**config.mk**
```make
export PLATFORM = sky130hd
export DESIGN_NAME = bus_slave_port
export DESIGN_NICKNAME = d
export VERILOG_FILES = /design/src/rtl/bus_slave_port.sv
export SDC_FILE = /design/constraint.sdc
export NUM_CORES = 1
export LEC_CHECK = 0
export BUFFER_PORTS_ARGS = -buffer_cell sky130_fd_sc_hd__buf_2
export CELL_PAD_IN_SITES_DETAIL_PLACEMENT = 1
export CELL_PAD_IN_SITES_GLOBAL_PLACEMENT = 2
export CORE_AREA = 4 4 180 95
export CTS_CLUSTER_DIAMETER = 120
export DETAILED_ROUTE_END_ITERATION = 10
export DIE_AREA = 0 0 184 99
export PLACE_DENSITY = 0.73
export SYNTH_ARGS = -nofsm -noshare
export SYNTH_HDL_FRONTEND = slang
export SYNTH_SLANG_ARGS = --single-unit
```
**constraint.sdc**
```tcl
create_clock -name i_clk -period 6.4 [get_ports i_clk]
set_clock_uncertainty 0.1 [all_clocks]
set_input_delay 1.28 -clock i_clk [delete_from_list [all_inputs] [get_ports i_clk]]
set_output_delay 1.28 -clock i_clk [all_outputs]
set_load 0.05 [all_outputs]
```
**src/rtl/bus_slave_port.sv**
```systemverilog
// Slave endpoint of the serial bit-per-cycle bus: deserialises address/data write frames
// into a small local register memory and exposes a registered read port.
module bus_slave_port #(
  parameter int unsigned ADDR_WIDTH = 12,
  parameter int unsigned DATA_WIDTH = 8,
  parameter int unsigned MEM_AW     = 4
) (
  input  logic                  i_clk,
  input  logic                  i_reset,
  input  logic                  i_s_address,
  input  logic                  i_s_data,
  input  logic                  i_s_valid,
  output logic                  o_s_ready,
  input  logic [MEM_AW-1:0]     i_rd_addr,
  output logic [DATA_WIDTH-1:0] o_rd_data,
  output logic                  o_wr_done,
  output logic                  o_err
);

  localparam int unsigned MemDepth = 2 ** MEM_AW;
  localparam int unsigned CntMax   = (ADDR_WIDTH > DATA_WIDTH) ? ADDR_WIDTH : DATA_WIDTH;
  localparam int unsigned CntW     = $clog2(CntMax + 1);
  localparam logic [CntW-1:0] AddrLast = CntW'(ADDR_WIDTH - 1);
  localparam logic [CntW-1:0] DataLast = CntW'(DATA_WIDTH - 1);

  typedef enum logic [1:0] {
    StIdle,
    StAddr,
    StData,
    StWrite
  } state_e;

  state_e                r_state, w_state_next;
  logic [CntW-1:0]       r_cnt, w_cnt_next;
  // Only the index bits are kept; upper address bits shift out and are dropped.
  logic [MEM_AW-1:0]     r_addr, w_addr_next;
  logic [DATA_WIDTH-1:0] r_data, w_data_next;
  logic                  w_abort;
  logic                  r_err;
  logic [DATA_WIDTH-1:0] r_rd_data;
  logic [DATA_WIDTH-1:0] r_mem [MemDepth];

  always_comb begin
    w_state_next = r_state;
    w_cnt_next   = r_cnt;
    w_addr_next  = r_addr;
    w_data_next  = r_data;
    w_abort      = 1'b0;

    unique case (r_state)
      StIdle: begin
        if (i_s_valid) begin
          w_state_next = StAddr;
          w_cnt_next   = CntW'(1);
          w_addr_next  = MEM_AW'(i_s_address);
          w_data_next  = '0;
        end
      end
      StAddr: begin
        if (i_s_valid) begin
          w_addr_next = (r_addr << 1) | MEM_AW'(i_s_address);
          if (r_cnt == AddrLast) begin
            w_state_next = StData;
            w_cnt_next   = '0;
          end else begin
            w_cnt_next = r_cnt + 1'b1;
          end
        end else begin
          w_abort = 1'b1;
        end
      end
      StData: begin
        if (i_s_valid) begin
          w_data_next = (r_data << 1) | DATA_WIDTH'(i_s_data);
          if (r_cnt == DataLast) begin
            w_state_next = StWrite;
            w_cnt_next   = '0;
          end else begin
            w_cnt_next = r_cnt + 1'b1;
          end
        end else begin
          w_abort = 1'b1;
        end
      end
      StWrite: begin
        w_state_next = StIdle;
      end
      default: begin
        w_state_next = StIdle;
      end
    endcase

    if (w_abort) begin
      w_state_next = StIdle;
      w_cnt_next   = '0;
      w_addr_next  = '0;
      w_data_next  = '0;
    end
  end

  always_ff @(posedge i_clk) begin
    if (i_reset) begin
      r_state   <= StIdle;
      r_cnt     <= '0;
      r_addr    <= '0;
      r_data    <= '0;
      r_err     <= 1'b0;
      r_rd_data <= '0;
    end else begin
      r_state   <= w_state_next;
      r_cnt     <= w_cnt_next;
      r_addr    <= w_addr_next;
      r_data    <= w_data_next;
      r_err     <= w_abort;
      r_rd_data <= r_mem[i_rd_addr];
    end
  end

  // Memory is deliberately outside reset; a reset landing on WRITE discards the frame.
  always_ff @(posedge i_clk) begin
    if (!i_reset && (r_state == StWrite)) begin
      r_mem[r_addr] <= r_data;
    end
  end

  assign o_s_ready = (r_state == StIdle);
  assign o_wr_done = (r_state == StWrite);
  assign o_err     = r_err;
  assign o_rd_data = r_rd_data;

endmodule

```
==> out/results.ini <==
[routing]
wl_per_cell_um = 22.8
drt_wl_total_um = 14200
highest_layer = met4
drc_errors = 0
drtIter0Drc = 305
met2WireLength_um = 6750
post_drt_via_cell_ratio = 5.47
drt_pre_antenna_iters = 4
met1_length_um = 6440
route.vias.total = 3419
ant_nets = 0
routed-wl-met3_um = 821

[critical_path]
crit_path_max_fanout = 8
cp.arrival_ns = 3.18
crit_slowest_cell = nor3_1
crit_buf_inv = 1
crit_required_ns = 6.33
regToRegSetupSlack_ns = 3.48
end_kind = flip-flop
critical_path_class = input port to flip-flop
crit_family = simple AND/OR/NAND/NOR gates
max_stage_delay_ns = 1.01
path_cells = buf_2 > nand2b_1 > or3b_2 > nor3_1
start_kind = input port

[status]
outcome = completed

[sta]
rsz0062_at_grt = no
setup_violations = 0
worst_slew_pin_slew_ns = 1.30
hold_violations = 0
max_freq_ghz = 0.307
slew_headroom_pct = 12.7
setup_tns_ns = 0
slew_viol_final = 0
post-route-period-util_pct = 50.9
min_period_ns = 3.26

[placement]
place.port_buffers = 19
place.gp.congestion = 0.819
hpwl_um = 9090
dp.cells = 593

[yosys]
synth_top_area_share_pct = 62.8
synth_compound_area_share_pct = 7.05
synth_top_cell_by_area = edfxtp_1
netlist_instances = 386
synth_top_family_by_area = multiplexers
synth_simple_gate_area_share_pct = 6.99
yosys.area_share.adder_pct = 1.23
ys_ff_latch = 155
synthXorXnorAreaFrac_pct = 0
async_reset_ff_share_pct = 0
synthDistinctLibCells = 38
yosys_warnings = 0
seq_area_frac_synth_pct = 71.6
synth.mux.area_fraction_pct = 11.1
synth_flop_cell = edfxtp_1
syn_avg_cell_area_um2 = 15.9
synth.area.top_cells = edfxtp_1 63%, dfxtp_1 8.8%, mux2i_1 8.5%
netlist_area_um2 = 6120
synth_edf_count = 128
syn-num-nets = 401

[clock_network]
post_cts_resized = 0
cts_hold_buffers = 0
cts-buffers-inserted = 17
cts_max_level = 4
cts_buffer_depth = 2
cts.sinks = 155
cts_tree = built
path_clk_slew_ns = 0.06
cts_setup_buffers = 0
clock_latency_ns = 0.42
root_buffer = clkbuf_16

[floorplan]
die_y_um = 99
initial_core_util_pct = 40.0
die_w_um = 184
io_pins = 20
die-area_um2 = 18200
core_um2 = 15300
rows = 32

[final_layout]
fin_nets = 423
drive_above_1_share_pct = 15.0
stdcell_count = 625
n_antenna_cell = 0
fin_util_pct = 45.5
nFillCells = 1522
syn_to_final_growth_pct = 13.8
layout_common_cells = 128 x edfxtp_1, 52 x mux2i_1, 33 x nor2_1
mostFrequentLayoutCell = edfxtp_1

[power]
netSwitchingFraction_pct = 25.7
power_frac_clock_pct = 42.6
p_int_mw = 1.76
p_leak_nw = 2.37
seq_power_share_pct = 47.1
p_sw_mw = 0.608
ir_drop_uv = 207
comb_power_share_pct = 10.3
p_per_area_nw_per_um2 = 339

[global_route]
grtUsageTotal_pct = 16.6
grt_pass1_wl_um = 22300
grt_max_degree = 31
grt_pass1_vias = 3713
grt_overflow = 0
grt_antenna_before_repair = 0

[worst_hold_path]
hold_path_class = flip-flop to flip-flop

[flow_run]
cap_violations = 0

-- cell families after synthesis --
group,after synthesis
DFF,155
and+or+nand+nor,87
muxes,59
AOI/OAI and AO/OA,57
buffers and inverters,22
adders and majority gates,6
-- sequential cells by signal, indices dropped and copies added, names as in the netlist --
| register | cells |
|---|---|
| r_data | 8 |
| r_mem | 128 |
| r_cnt | 4 |
| o_err | 1 |
| r_addr | 4 |
| r_state | 2 |
| o_rd_data | 8 |
-- area by class of cell --
class,instances,area [µm²],area share [%]
multi-input combinational,209,1610,23.2
inverter,4,15.0,0.216
clock inverter,14,160,2.30
timing repair buffer,21,110,1.58
clock buffer,18,429,6.16
sequential,155,4380,62.9
tap,204,255,3.66
-- per-layer routing --
| layer | GRT usage [%] | vias to the layer above |
|---|---|---|
| met5 | 0 | - |
| met4 | 4.77 | 0 |
| met3 | 4.98 | 20 |
| met2 | 26.2 | 81 |
| met1 | 22.5 | 1771 |
| li1 | - | 1547 |
-- through the flow --
stage               hold WS, ns  instance area, µm²  setup WS (ns)  power [mW]
floorplan                 0.349                6120           3.38        1.32
global placement          0.368                6380           2.79        1.37
detailed placement        0.377                6380           2.63        1.38
CTS                       0.386                6970           3.07        2.38
global route              0.452                6970           3.04        2.46
finish                    0.380                6970           3.14        2.36
-- power by group through the flow --
stage	clock (mW)	sequential [mW]	combinational [mW]
3_5_place_dp	0	1.13	0.246
4_1_cts	1.02	1.11	0.248
6_report	1.01	1.11	0.244
3_3_place_gp	0	1.13	0.233
2_1_floorplan	0	1.15	0.175
5_1_grt	1.08	1.11	0.269
-- worst min-delay path, delay by kind of cell (launching register included) --
family / cells / cell delay (ns)
flops: 1 / 0.33
simple gates: 1 / 0.06
compound gates: 1 / 0.05
-- path summary, 6_finish.rpt --
path | from | end | cells after the start
setup / recovery | i_reset | r_mem[8][0] | 4
hold / removal | r_cnt[1] | r_cnt[1] | 2
setup reg to reg | r_state[1] | r_mem[8][0] | 4
hold reg to reg | r_cnt[1] | r_cnt[1] | 2
-- cell usage after synthesis, drive strengths merged, types with 3 or more instances --
cell type	number
a21oi	4
a22oi	31
nand2b	10
a32oi	3
nand3	8
ha	6
edfxtp	128
nand2	14
buf	12
mux2i	52
clkbuf	6
o211ai	3
dfxtp	27
inv	4
nor3	7
mux4	7
o21ai	8
nor2	33
nor2b	4
Power figures use the tool's default switching activity.
